## config.mk

```make
export PLATFORM = sky130hd
export DESIGN_NAME = uart_tx_arbiter
export DESIGN_NICKNAME = d
export VERILOG_FILES = /design/src/rtl/uart_pkg.sv /design/src/rtl/uart_byte_fifo.sv /design/src/rtl/uart_tx_arbiter.sv
export SDC_FILE = /design/constraint.sdc
export NUM_CORES = 1
export LEC_CHECK = 0
export CELL_PAD_IN_SITES_DETAIL_PLACEMENT = 1
export CELL_PAD_IN_SITES_GLOBAL_PLACEMENT = 2
export CORE_UTILIZATION = 37
export CTS_CLUSTER_DIAMETER = 30
export DETAILED_ROUTE_END_ITERATION = 10
export PLACE_DENSITY = 0.89
export SETUP_SLACK_MARGIN = 0.02
export SLEW_MARGIN = 20
export SYNTH_ARGS = -nofsm -noshare
export SYNTH_HDL_FRONTEND = slang
export SYNTH_HIERARCHICAL = 1
export SYNTH_SLANG_ARGS = --single-unit
```

## constraint.sdc

```tcl
create_clock -name clk -period 3.4 [get_ports clk]
set_clock_uncertainty 0.1 [all_clocks]
set_input_delay 0.68 -clock clk [delete_from_list [all_inputs] [get_ports clk]]
set_output_delay 0.68 -clock clk [all_outputs]
set_load 0.02 [all_outputs]
```

## src/rtl/uart_pkg.sv

```systemverilog
// Shared types and defaults for the UART transmit arbiter and its echo FIFO.
// Holds the FSM state enumeration, grant-source encodings and the round-robin pick.
package uart_pkg;

  localparam int FIFO_DEPTH_DEF = 4;
  localparam int RTS_MARGIN_DEF = 1;

  localparam logic SRC_ECHO = 1'b0;
  localparam logic SRC_MSG  = 1'b1;

  typedef enum logic [1:0] {
    IDLE      = 2'd0,
    LAUNCH    = 2'd1,
    WAIT_BUSY = 2'd2,
    WAIT_DONE = 2'd3
  } tx_state_t;

  // On a tie the source that did not win last time gets the grant.
  function automatic logic pick_src(input logic echo_pend, input logic msg_pend,
                                    input logic last_src);
    if (echo_pend && msg_pend) return ~last_src;
    return msg_pend ? SRC_MSG : SRC_ECHO;
  endfunction

endpackage

```

## src/rtl/uart_byte_fifo.sv

```systemverilog
// Byte FIFO for received bytes waiting to be echoed; power-of-two depth.
// A push to a full FIFO is accepted only when a pop happens in the same cycle.
module uart_byte_fifo
  import uart_pkg::*;
#(
  parameter int DEPTH = FIFO_DEPTH_DEF
) (
  input  logic                     clk,
  input  logic                     reset,
  input  logic                     push,
  input  logic [7:0]               push_data,
  input  logic                     pop,
  output logic [7:0]               pop_data,
  output logic                     full,
  output logic                     empty,
  output logic [$clog2(DEPTH):0]   count
);

  localparam int AW = $clog2(DEPTH);
  localparam int CW = AW + 1;

  logic [7:0]    mem [DEPTH];
  logic [AW-1:0] wr_ptr;
  logic [AW-1:0] rd_ptr;
  logic          do_push;
  logic          do_pop;

  assign full     = (count == CW'(DEPTH));
  assign empty    = (count == '0);
  assign pop_data = mem[rd_ptr];
  assign do_pop   = pop && !empty;
  assign do_push  = push && (!full || do_pop);

  always_ff @(posedge clk) begin
    if (do_push) mem[wr_ptr] <= push_data;
  end

  always_ff @(posedge clk) begin
    if (!reset) begin
      wr_ptr <= '0;
      rd_ptr <= '0;
      count  <= '0;
    end else begin
      if (do_push) wr_ptr <= wr_ptr + AW'(1);
      if (do_pop)  rd_ptr <= rd_ptr + AW'(1);
      case ({do_push, do_pop})
        2'b10:   count <= count + CW'(1);
        2'b01:   count <= count - CW'(1);
        default: count <= count;
      endcase
    end
  end

endmodule

```

## src/rtl/uart_tx_arbiter.sv

```systemverilog
// Shares one UART serializer between the receive-echo FIFO and a status-byte
// requester, with round-robin arbitration, CTS#/RTS# flow control and overflow flag.
//
// state     | meaning
// IDLE      | may grant when cts=0 and a source is pending
// LAUNCH    | tx_start high for one cycle, byte latched on tx_data
// WAIT_BUSY | waiting for the serializer to raise tx_busy
// WAIT_DONE | waiting for tx_busy to fall
module uart_tx_arbiter
  import uart_pkg::*;
#(
  parameter int FIFO_DEPTH = FIFO_DEPTH_DEF,
  parameter int RTS_MARGIN = RTS_MARGIN_DEF
) (
  input  logic       clk,
  input  logic       reset,
  input  logic       rx_valid,
  input  logic [7:0] rx_data,
  input  logic       msg_valid,
  input  logic [7:0] msg_data,
  output logic       msg_ready,
  input  logic       cts,
  output logic       rts,
  output logic       tx_start,
  output logic [7:0] tx_data,
  input  logic       tx_busy,
  output logic       grant_id,
  output logic       overflow
);

  localparam int CW = $clog2(FIFO_DEPTH) + 1;

  tx_state_t     state;
  tx_state_t     state_nxt;
  logic [CW-1:0] fifo_count;
  logic [7:0]    fifo_head;
  logic          fifo_full;
  logic          fifo_empty;
  logic          fifo_pop;
  logic          grant;
  logic          grant_src;
  logic          last_grant;
  logic          rts_nxt;

  uart_byte_fifo #(.DEPTH(FIFO_DEPTH)) u_fifo (
    .clk       (clk),
    .reset     (reset),
    .push      (rx_valid),
    .push_data (rx_data),
    .pop       (fifo_pop),
    .pop_data  (fifo_head),
    .full      (fifo_full),
    .empty     (fifo_empty),
    .count     (fifo_count)
  );

  assign rts_nxt = (FIFO_DEPTH - int'(fifo_count)) <= RTS_MARGIN;

  always_comb begin
    state_nxt = state;
    grant     = 1'b0;
    grant_src = pick_src(!fifo_empty, msg_valid, last_grant);
    fifo_pop  = 1'b0;
    msg_ready = 1'b0;
    tx_start  = 1'b0;
    case (state)
      IDLE: begin
        // Gated by reset so no handshake leaks out while reset is held.
        if (reset && !cts && (!fifo_empty || msg_valid)) begin
          grant     = 1'b1;
          fifo_pop  = (grant_src == SRC_ECHO);
          msg_ready = (grant_src == SRC_MSG);
          state_nxt = LAUNCH;
        end
      end
      LAUNCH: begin
        tx_start  = 1'b1;
        state_nxt = WAIT_BUSY;
      end
      WAIT_BUSY: if (tx_busy)  state_nxt = WAIT_DONE;
      WAIT_DONE: if (!tx_busy) state_nxt = IDLE;
      default:   state_nxt = IDLE;
    endcase
  end

  always_ff @(posedge clk) begin
    if (!reset) begin
      state      <= IDLE;
      tx_data    <= 8'h00;
      grant_id   <= SRC_ECHO;
      last_grant <= SRC_MSG;
      overflow   <= 1'b0;
      rts        <= 1'b0;
    end else begin
      state <= state_nxt;
      rts   <= rts_nxt;
      if (grant) begin
        tx_data    <= (grant_src == SRC_MSG) ? msg_data : fifo_head;
        grant_id   <= grant_src;
        last_grant <= grant_src;
      end
      if (rx_valid && fifo_full && !fifo_pop) overflow <= 1'b1;
    end
  end

endmodule

```

# Word-level counts from Yosys, hierarchy flattened
# Memory sizes are Yosys's and may differ from the RTL's. A register that Yosys moved wholly into a read port is not among the register bits.
# Index checks and enable logic that the tools add are counted.
# totals
mem_count	1
ram_bits	32
out_inout_bits	13
wordCells	65
regBits	21
input_bits	22
# op_classes
bitwise	2
n_addsub	5
mux	21
n_eq_ne	9
reduce_logical	17
magnitude_cmp	1
# memory_table
name	words	word_bits	read_ports	rd_clocked_by_memory_dff	write_ports	line_no	text
u_fifo.mem	4	8	1	1	1	uart_byte_fifo.sv:22	logic [7:0] mem [DEPTH];
# op_table
op	n
two-way mux 1 bit	13
two-way mux 2 bit	5
two-way mux 8 bit	1
one-hot mux 2 bit (4 select lines)	1
logical AND 1 bit	7
equality test 2 bit (second input constant)	3
!= test 2 bit (second input constant)	3
one-hot mux 3 bit (2 select lines)	1
adder 2 x 1 -> 2 bit (second input constant)	2
equality test 2 x 1 -> 1 bit (second input constant)	2
<= comparator 4 x 2 -> 1 bit (second input constant)	1
zero test 1 bit	4
subtractor 3 x 3 -> 4 bit (first input constant)	1
adder 3 x 1 -> 3 bit (second input constant)	1
equality test 3 bit (second input constant)	1
zero test 3 bit	1
AND reduction 3 bit	1
subtractor 3 x 1 -> 3 bit (second input constant)	1
zero test 2 bit	1
logical OR 1 bit	2
NOT 1 bit	2
nonzero test 2 bit	1

# Longest topological paths before layout
# Gate-level depths: netlist of run 1.
# depth
ltp_word	13
ltp_mapped	12
mapped_depth_nobuf	10

# By module
# The synthesis of run 1 kept the hierarchy.
# modules_own_cells
mod	cells_each	seq_area_each_um2	area_per_inst_um2	n_inst
uart_byte_fifo	102	1141.1	1707.9	1
uart_tx_arbiter	74	280.3	728.2	1

# Worst setup path before layout of run 1
# No wires, ideal clock.
# synth_timing
path_type	in2reg
from	in reset
to	reg u_fifo.count[2]
cell_stages	10
arrival_ps	2666
setup_slack_ps	563
t_required_ps	3228
setup_ps	72
path_cell_list	buf_6 and4b_1 buf_6 and2_4 o31a_1 or2b_1 fa_1 nand2b_1 o31ai_2 mux2i_1
# synth_between
elab_chain_cells	9
word_cells_on_any_way	11
classes_between	eq/ne: 2; mux: 3; reduce/logical: 6
# synth_lines
element	line_no	text
start, declared	uart_tx_arbiter.sv:16	input logic reset,
logical AND 1 bit (*) (2 in a row)	uart_tx_arbiter.sv:69	if (reset && !cts && (!fifo_empty || msg_valid)) begin
two-way mux 1 bit (*)	uart_tx_arbiter.sv:69	
two-way mux 1 bit (*)	uart_tx_arbiter.sv:66	case (state)
named net fifo_pop	uart_tx_arbiter.sv:39	logic fifo_pop;
logical AND 1 bit (*)	uart_byte_fifo.sv:31	assign do_pop = pop && !empty;
logical OR 1 bit	uart_byte_fifo.sv:32	assign do_push = push && (!full || do_pop);
logical AND 1 bit	uart_byte_fifo.sv:32	
equality test 2 x 1 -> 1 bit / equality test 2 bit (equally long branches)	uart_byte_fifo.sv:46	case ({do_push, do_pop})
one-hot mux 3 bit (2 select lines) / nonzero test 2 bit (equally long branches)	n/a	
end signal, assigned	uart_byte_fifo.sv:47	2'b10: count <= count + CW'(1);
end signal, assigned	uart_byte_fifo.sv:48	2'b01: count <= count - CW'(1);
end signal, assigned	uart_byte_fifo.sv:49	default: count <= count;
end, declared	uart_byte_fifo.sv:16	output logic [$clog2(DEPTH):0] count
# Mark *: on every way through the listed nets, which the timed path passes. The rest lies on a longest branch.
# A chain may end at the register's enable or synchronous reset.

# Worst setup path after layout of run 1
# layout_timing
from	in msg_valid
to	out msg_ready
# layout_between
elab_chain_cells	5
word_cells_on_any_way	8
classes_between	mux: 5; reduce/logical: 3
# layout_lines
element	line_no	text
start, declared	uart_tx_arbiter.sv:19	input logic msg_valid,
logical AND 1 bit	uart_pkg.sv:21	if (echo_pend && msg_pend) return ~last_src;
two-way mux 1 bit	uart_pkg.sv:21	
two-way mux 1 bit	uart_pkg.sv:22	return msg_pend ? SRC_MSG : SRC_ECHO;
two-way mux 1 bit (*)	uart_tx_arbiter.sv:69	
two-way mux 1 bit (*)	uart_tx_arbiter.sv:66	
end, declared	uart_tx_arbiter.sv:21	output logic msg_ready,
# Every way passes the cells marked *; elsewhere a longest branch is shown, timed or not.

==> flow_metrics.py, run 1 <==
metrics = {
    "status": {
        "status": "complete, no violations",
    },
    "cells_and_area": {
        "area_delta_synth_final_pct": 20.39,
        "finalNetCount": 245,
        "drive_above_1_share_pct": 14.02,
        "postLayoutCoreUtil_pct": 46.19,
        "layout_common_cells": "34 x clkdlybuf4s50_1, 32 x edfxtp_1, 23 x dfxtp_1",
        "fin_area_um2": 2933,
        "layout_commonest_cell": "clkdlybuf4s50_1",
        "antenna_cells": 0,
    },
    "die": {
        "design.core.area_um2": 6350,
        "ios": 35,
        "initial_core_util_pct": 38.36,
        "std_cell_rows": 29,
        "die_y_um": 83.14,
        "chipWidth_um": 83.14,
        "die_area_um2": 6912,
    },
    "synth": {
        "syn_inst": 176,
        "yosys_warnings": 6,
        "ys_seq_area_share_pct": 58.35,
        "synth_area_leaders": "edfxtp_1 39%, dfxtp_1 19%, mux4_2 7.4%",
        "synth.top_cell.area_share_pct": 39.45,
        "yosys.area.top_type": "edfxtp_1",
        "ys_seq_elements": 55,
        "syn_nets": 208,
        "yosysUniqueCellTypes": 40,
        "avgSynthCellArea_um2": 13.84,
        "synth.cell_area_um2": 2436,
    },
    "sta": {
        "report.final.slew_viol_count": 0,
        "tns_ns": 0,
        "hold_viol": 0,
        "rsz0062_at_grt": "false",
        "min_period_over_period_pct": 90.34,
        "max_slew_margin_pct": 64.99,
        "fmax_mhz": 325.6,
        "setup_viol": 0,
        "tightest_slew_ns": 0.5245,
        "finalCriticalPeriod_ns": 3.071,
    },
    "placed_design": {
        "port_buffers": 34,
        "place_area_um2": 2835,
        "gp_congestion": 0.6971,
        "dpl.hpwl_um": 3350,
    },
    "drt": {
        "drc_errors": 0,
        "drt_wl_total_um": 4699,
        "wl_per_cell_um": 16.15,
        "vias_per_cell": 4.945,
        "ant_nets": 0,
        "first_iter_violations": 87,
        "drt_first_pass_iters": 4,
        "vias": 1439,
    },
    "grt": {
        "grt_pass1_wl_um": 7907,
        "grt_overflow": 0,
        "antenna_found_initial": 0,
        "grt_max_degree": 28,
        "track_usage_pct": 14.67,
        "grt_pass1_vias": 1532,
    },
    "cts": {
        "clock-root-buffer": "clkbuf_8",
        "path_clk_slew_ns": 0.10,
        "clock_sinks": 55,
        "h-tree-depth": 2,
        "clk_path_buf_depth": 2,
        "cts.hold.buffers_added": 0,
        "cts_resized": 0,
        "cts_buffers": 5,
        "cts_tree": "yes",
        "clk_latency_ns": 0.31,
        "cts_setup_buffers": 0,
    },
    "worst_setup_path": {
        "cp.arrival_ns": 2.29,
        "start_kind": "input port",
        "crit_end": "msg_ready",
        "r2r-end": "u_fifo/count[2]",
        "critical_path_class": "in2out",
        "timing.reg2reg.setup_slack_ns": 0.69,
        "critPathMaxFanout": 3,
        "rr_worst_depth": 10,
        "required_ns": 2.62,
        "end_kind": "output port",
        "cp-startpoint": "msg_valid",
        "r2r_start": "u_fifo/count[0]",
    },
    "run": {
        "cap_violations": 0,
    },
    "hold_path": {
        "min_path_type": "reg2reg",
    },
    "power": {
        "peakVddDrop_v": 0.0002997,
        "p_per_area_nw_per_um2": 495.2,
        "leakage_nw": 1.055,
    },
}
## metrics by stage
step / hold slack, ns / worst slack, ns / instances / power [mW]
global route: 0.3955 / 0.2676 / 291 / 1.520
floorplan: 0.3677 / 0.5629 / 176 / 0.9737
CTS: 0.3658 / 0.3271 / 291 / 1.471
detailed placement: 0.3506 / 0.1917 / 283 / 1.078
global placement: 0.3452 / 0.2605 / 283 / 1.067
finish: 0.3563 / 0.3286 / 291 / 1.452
## worst min path at each step
stage	start	end	cells past startpoint
finish	overflow	overflow	2
global placement	overflow	overflow	2
detailed placement	overflow	overflow	2
global route	overflow	overflow	2
CTS	overflow	overflow	2
floorplan	state[1]	state[1]	2
## critical path: stages
cell and delay, ns:
clkdlybuf4s50_1 0.47, nand2b_1 0.13, and4b_1 0.24, nand2b_1 0.11, inv_1 0.07, clkdlybuf4s50_1 0.59
## final cells by class
type	instances	area (um2)
clock buffer	5	68.82
clock inverter	3	28.78
fill	637	3417
inverter	9	33.78
multi-input combinational	103	905.9
sequential	55	1421
tap	77	96.34
timing repair buffer	39	377.9
## per-layer routing
layer	vias up	GRT usage [%]	share of wire [%]
li1	706	-	-
met1	698	20.04	47
met2	33	23.70	49
met3	2	3.280	3.4
met4	0	3.762	0.66
met5	-	0	0
## synthesized netlist by cell type
cell	instances
a2111oi_2	1
a211oi_1	1
a21boi_1	1
a21oi_1	9
a21oi_2	1
a221oi_2	1
and2_1	9
and2_4	1
and4b_1	1
buf_1	1
buf_2	3
buf_4	1
buf_6	3
buf_8	1
dfxtp_1	23
edfxtp_1	32
fa_1	1
ha_1	9
inv_1	9
mux2i_1	12
mux4_2	8
nand2_1	9
nand2b_1	4
nand3_1	1
nand3b_1	2
nor2_1	3
nor2b_1	3
nor2b_2	1
nor3_1	2
nor4b_2	1
o211ai_2	1
o21a_1	1
o21ai_0	10
o21ai_1	1
o21ai_2	1
o31a_1	1
o31ai_2	1
or2b_1	1
xnor2_1	2
xor2_1	3
## flip-flops by register name (all words and copies together), names as in the netlist, named ones only
signal         cells
grant_id           1
overflow           1
state              2
tx_data            8
u_fifo/wr_ptr      2
rts                1
u_fifo/rd_ptr      2
u_fifo/count       3
u_fifo/mem        32
last_grant         1
## where the power goes
group	leakage, nW	switching, mW	internal, mW
clock network	0.0511	0.237	0.156
registers	0.481	0.0292	0.753
logic	0.523	0.141	0.136
total	1.05	0.407	1.05
## kinds of logic after synthesis
kind of cell             Yosys count  synth area share (%)
XOR/XNOR                           5                 1.798
AND/OR/NAND/NOR                   38                 9.244
flip-flops                        55                 58.35
adder cells (fa/ha/maj)           10                 5.444
AO/OA/AOI/OAI                     30                 8.372
buffers and inverters             18                 4.468
multiplexers                      20                 12.33
Note: power is estimated with default switching activity, not from simulation.
==> run 2, diff against run 1 <==
CORE_UTILIZATION = 34   (was 37)
PLACE_DENSITY = 0.86   (was 0.89)
clock period = 2.57 ns   (was 3.4 ns; I/O delays follow)
==> run 2 against run 1 <==
Net effect: register-to-register slack lost 0.57 ns; wire length grew 8.2%; cell count grew 11%; largest cell class unchanged; largest power group unchanged.
==> flow_metrics.py, run 2 (synthesis gave the netlist of run 1 again) <==
metrics = {
    "drt": {
        "wl_per_cell_um": 15.78,
        "drc_errors": 0,
        "vias_per_cell": 4.705,
        "ant_nets": 0,
        "first_iter_violations": 38,
        "vias": 1515,
        "drt_first_pass_iters": 4,
        "drt_wl_total_um": 5082,
    },
    "sta": {
        "hold_viol": 0,
        "min_period_over_period_pct": 95.50,
        "finalCriticalPeriod_ns": 2.454,
        "rsz0062_at_grt": "false",
        "report.final.slew_viol_count": 0,
        "tns_ns": 0,
        "fmax_mhz": 407.5,
        "tightest_slew_ns": 0.5511,
        "whs_ns": 0.3808,
        "setup_viol": 0,
        "max_slew_margin_pct": 63.21,
    },
    "placed_design": {
        "placedCellCount": 311,
        "gp_congestion": 0.7230,
        "dpl.hpwl_um": 3567,
        "port_buffers": 34,
        "place_area_um2": 2927,
    },
    "worst_setup_path": {
        "rr_worst_depth": 10,
        "start_kind": "register",
        "cp.arrival_ns": 2.61,
        "required_ns": 2.72,
        "critPathMaxFanout": 4,
        "end_kind": "register",
        "r2r-end": "u_fifo/count[2]",
        "timing.reg2reg.setup_slack_ns": 0.12,
        "r2r_start": "state[1]",
        "critical_path_class": "reg2reg",
    },
    "die": {
        "initial_core_util_pct": 35.46,
        "ios": 35,
        "die_y_um": 86.65,
        "design.core.area_um2": 6869,
        "chipWidth_um": 86.65,
        "die_area_um2": 7507,
        "std_cell_rows": 30,
    },
    "cts": {
        "h-tree-depth": 2,
        "clk_latency_ns": 0.31,
        "clk_path_buf_depth": 2,
        "cts_buffers": 5,
        "path_clk_slew_ns": 0.11,
        "cts_tree": "yes",
        "cts.hold.buffers_added": 0,
        "clock-root-buffer": "clkbuf_8",
        "clock_sinks": 55,
    },
    "run": {
        "cap_violations": 0,
    },
    "power": {
        "p_per_area_nw_per_um2": 641.5,
        "leakage_nw": 1.149,
        "peakVddDrop_v": 0.0003172,
    },
    "cells_and_area": {
        "fin_area_um2": 3103,
        "layout.cells.non_filler": 322,
        "top_regs": "u_fifo/mem (32), tx_data (8), u_fifo/count (3)",
        "area_delta_synth_final_pct": 27.38,
        "antenna_cells": 0,
        "finalNetCount": 257,
        "layout_common_cells": "32 x edfxtp_1, 30 x clkdlybuf4s50_1, 21 x dfxtp_1",
        "drive_above_1_share_pct": 22.57,
        "largest_register": "u_fifo/mem",
        "largest_reg_flops": 32,
        "layout_commonest_cell": "edfxtp_1",
    },
    "grt": {
        "grt_pass1_wl_um": 8121,
        "grt_overflow": 0,
        "grt_max_degree": 28,
        "grt_pass1_vias": 1661,
        "track_usage_pct": 14.72,
        "antenna_found_initial": 0,
    },
    "status": {
        "status": "complete, no violations",
    },
    "hold_path": {
        "min_to": "grant_id",
        "hp-start": "grant_id",
        "holdPathStages": 2,
        "min_path_type": "reg2reg",
    },
}
## run 2: changes by cell type in the layout (fill, tap and decap cells not counted), sizes merged
cell and change:
buf +12, dlygate4sd2 +4, clkdlybuf4s50 -4
## run 2: layout make-up
type	count	area, um2
tap	96	120.1
inverter	9	38.79
timing repair buffer	51	466.7
sequential	55	1424
multi-input combinational	103	955.9
fill	736	3766
clock inverter	3	28.78
clock buffer	5	68.82
## run 2: worst max path at each step
| stage | start | end | slack (ns) | cells past startpoint |
|---|---|---|---|---|
| after global placement | msg_valid | u_fifo/count[2] | -0.36 | 10 |
| after CTS | state[1] | u_fifo/count[2] | 0.04 | 10 |
| final | state[1] | u_fifo/count[2] | 0.12 | 10 |
| after floorplan | msg_valid | u_fifo/count[2] | -0.09 | 10 |
| after detailed placement | reset | u_fifo/count[2] | -0.40 | 9 |
| after global routing | state[1] | u_fifo/count[2] | 0.02 | 10 |
## run 2: repair_timing
item / in CTS / in global routing
setup endpoints to repair: 3 / 3
pin swaps: 3 / 2
resized for setup: 12 / 8
gates cloned: 0 / 0
hold endpoints to repair: 0 / 0
buffers inserted: 1 / 2
## run 2: through the flow
| stage | worst slack, ns | power, mW | utilization, % |
|---|---|---|---|
| final | 0.1158 | 1.991 | 45.17 |
| after global routing | 0.01836 | 2.079 | 45.17 |
| after CTS | 0.03708 | 1.976 | 44.61 |
| after floorplan | -0.08836 | 1.288 | - |
| after global placement | -0.3563 | 1.433 | 42.60 |
| after detailed placement | -0.3996 | 1.445 | 42.60 |
## run 2: where the power goes
group          internal [mW]  switching (mW)
Combinational          0.216           0.210
Sequential             0.999          0.0403
Clock                  0.207           0.318
## run 2: critical path: stages (launching register included)
cell	delay [ns]
dfxtp_2	0.37
inv_4	0.08
ha_4	0.13
and4b_1	0.23
and2_4	0.16
o31a_1	0.14
or2b_1	0.26
fa_2	0.35
nand2b_4	0.15
o31ai_4	0.22
mux2i_1	0.20
## run 2: routing by layer
metal / track usage [%] / part of all wire [%] / vias up
met5: 0 / 0 / -
met4: 6.364 / 1.8 / 0
met3: 1.810 / 2.1 / 5
met2: 25.90 / 51 / 26
met1: 18.20 / 45 / 754
li1: - / - / 730
==> run 3, diff against run 2 <==
CORE_MARGIN = 2   (was not set)
==> run 3 against run 2 <==
Net effect: design area fell by 0.69%; fmax fell by 0.18%; core utilization fell by 0.31 points; via count fell by 1.8%; worst setup slack got worse by 0.0045 ns; highest routed layer unchanged.
==> flow_metrics.py, run 3 (synthesis gave the netlist of run 1 again) <==
metrics = {
    "status": {
        "status": "complete, no violations",
    },
    "placed_design": {
        "port_buffers": 34,
        "gp_congestion": 0.7919,
        "placedCellCount": 311,
        "dpl.hpwl_um": 3614,
        "place_area_um2": 2927,
    },
    "cells_and_area": {
        "seqCellArea_um2": 1423,
        "largest_register": "u_fifo/mem",
        "layout.cells.non_filler": 321,
        "num-fill-cells": 736,
        "layout_common_cells": "32 x edfxtp_1, 31 x clkdlybuf4s50_1, 22 x dfxtp_1",
        "drive_above_1_share_pct": 21.33,
        "area_delta_synth_final_pct": 26.50,
        "fin_area_um2": 3082,
        "antenna_cells": 0,
        "finalNetCount": 256,
        "largest_reg_flops": 32,
        "top_regs": "u_fifo/mem (32), tx_data (8), u_fifo/count (3)",
        "layout_commonest_cell": "edfxtp_1",
        "multi_input_area_um2": 945.9,
    },
    "worst_setup_path": {
        "timing.reg2reg.setup_slack_ns": 0.13,
        "crit_chain": "clkdlybuf4s50_1, and4b_1, and2_4, o31a_1, or2b_1, fa_2, nand2b_4, o31ai_4, mux2i_1",
        "cpMaxStageDelayCell": "clkdlybuf4s50_1",
        "critical_path_class": "in2reg",
        "cp.arrival_ns": 2.61,
        "critPathMaxFanout": 2,
        "end_kind": "register",
        "critPathMaxStageDelay_ns": 0.41,
        "path_buf_inv": 1,
        "start_kind": "input port",
        "cp_top_family": "simple AND/OR/NAND/NOR gates",
        "required_ns": 2.72,
    },
    "sta": {
        "fmax_mhz": 406.7,
        "rsz0062_at_grt": "true",
        "hold_viol": 0,
        "setup_viol": 0,
        "report.final.slew_viol_count": 0,
        "max_slew_margin_pct": 66.01,
        "tns_ns": 0,
        "finalCriticalPeriod_ns": 2.459,
        "min_period_over_period_pct": 95.67,
        "tightest_slew_ns": 0.5091,
    },
    "drt": {
        "ant_nets": 0,
        "vias": 1487,
        "wl_per_cell_um": 15.44,
        "drt_first_pass_iters": 4,
        "vias_per_cell": 4.632,
        "first_iter_violations": 40,
        "drc_errors": 0,
        "drt_wl_total_um": 4957,
    },
    "run": {
        "cap_violations": 0,
    },
    "grt": {
        "antenna_found_initial": 0,
        "grt_pass1_vias": 1647,
        "grt_overflow": 0,
        "grt_pass1_wl_um": 8197,
        "track_usage_pct": 14.02,
        "grt_max_degree": 28,
    },
    "cts": {
        "cts_tree": "yes",
        "h-tree-depth": 2,
        "cts_buffers": 5,
        "clk_latency_ns": 0.31,
        "clock_sinks": 55,
        "clock-root-buffer": "clkbuf_8",
        "clk_path_buf_depth": 2,
        "path_clk_slew_ns": 0.11,
    },
    "die": {
        "chipWidth_um": 88.65,
        "design.core.area_um2": 6869,
        "initial_core_util_pct": 35.46,
        "std_cell_rows": 30,
        "ios": 35,
        "die_y_um": 88.65,
        "die_area_um2": 7858,
    },
    "power": {
        "leakage_nw": 1.139,
        "p_per_area_nw_per_um2": 635.1,
        "peakVddDrop_v": 0.0003538,
    },
    "hold_path": {
        "min_path_type": "reg2reg",
    },
}
run 3: worst register-to-register path, stage by stage, from the launching register on:
cell and delay [ns]:
dfxtp_1 0.33, inv_1 0.11, ha_2 0.21, and4b_1 0.24, and2_4 0.15, o31a_1 0.14
or2b_1 0.25, fa_2 0.34, nand2b_4 0.15, o31ai_4 0.17, mux2i_1 0.19
run 3: where the power goes:
group / internal [mW] / total (mW) / leakage [nW] / switching, mW
combinational: 0.201 / 0.404 / 0.606 / 0.203
sequential: 0.998 / 1.03 / 0.482 / 0.0335
clock: 0.206 / 0.522 / 0.0511 / 0.315
total: 1.41 / 1.96 / 1.14 / 0.552
run 3: through the flow:
step / utilization [%] / hold slack, ns / total power, mW / worst slack (ns)
2_1_floorplan: - / 0.3677 / 1.288 / -0.08836
3_3_place_gp: 42.60 / 0.3446 / 1.433 / -0.3573
3_5_place_dp: 42.60 / 0.3607 / 1.448 / -0.3887
4_1_cts: 44.63 / 0.3760 / 1.978 / 0.02791
5_1_grt: 44.86 / 0.4061 / 2.058 / 0.01290
6_report: 44.86 / 0.3735 / 1.957 / 0.1113
run 3: worst paths after layout:
path	endpoint	depth (start not counted)	startpoint
max	u_fifo/count[2]	9	cts
min	overflow	2	overflow
max reg2reg	u_fifo/count[2]	10	state[0]
min reg2reg	overflow	2	overflow
run 3: area by class of cell:
class	instances	area share [%]
clock buffers	5	2.233
clock inverters	3	0.9338
inverters	9	1.096
multi-input cells	103	30.69
flip-flops and latches	55	46.16
well taps	96	3.898
repair buffers	50	14.98
run 3: per-layer routing:
layer / wire length, um / GRT usage [%] / vias to the layer above / part of all wire [%]
met3: 190 / 3.265 / 6 / 3.8
li1: - / - / 731 / -
met5: 0 / 0 / - / 0
met2: 2479 / 23.13 / 28 / 50
met4: 70 / 4.683 / 0 / 1.4
met1: 2216 / 18.19 / 722 / 45
run 3: repair_timing:
| item | 4_1_cts | 5_1_grt |
|---|---|---|
| endpoints found under the setup margin | 3 | 3 |
| buffers inserted | 1 | 1 |
| resized for setup | 11 | 3 |
| hold buffers | 0 | 0 |
| pin swaps | 3 | 3 |
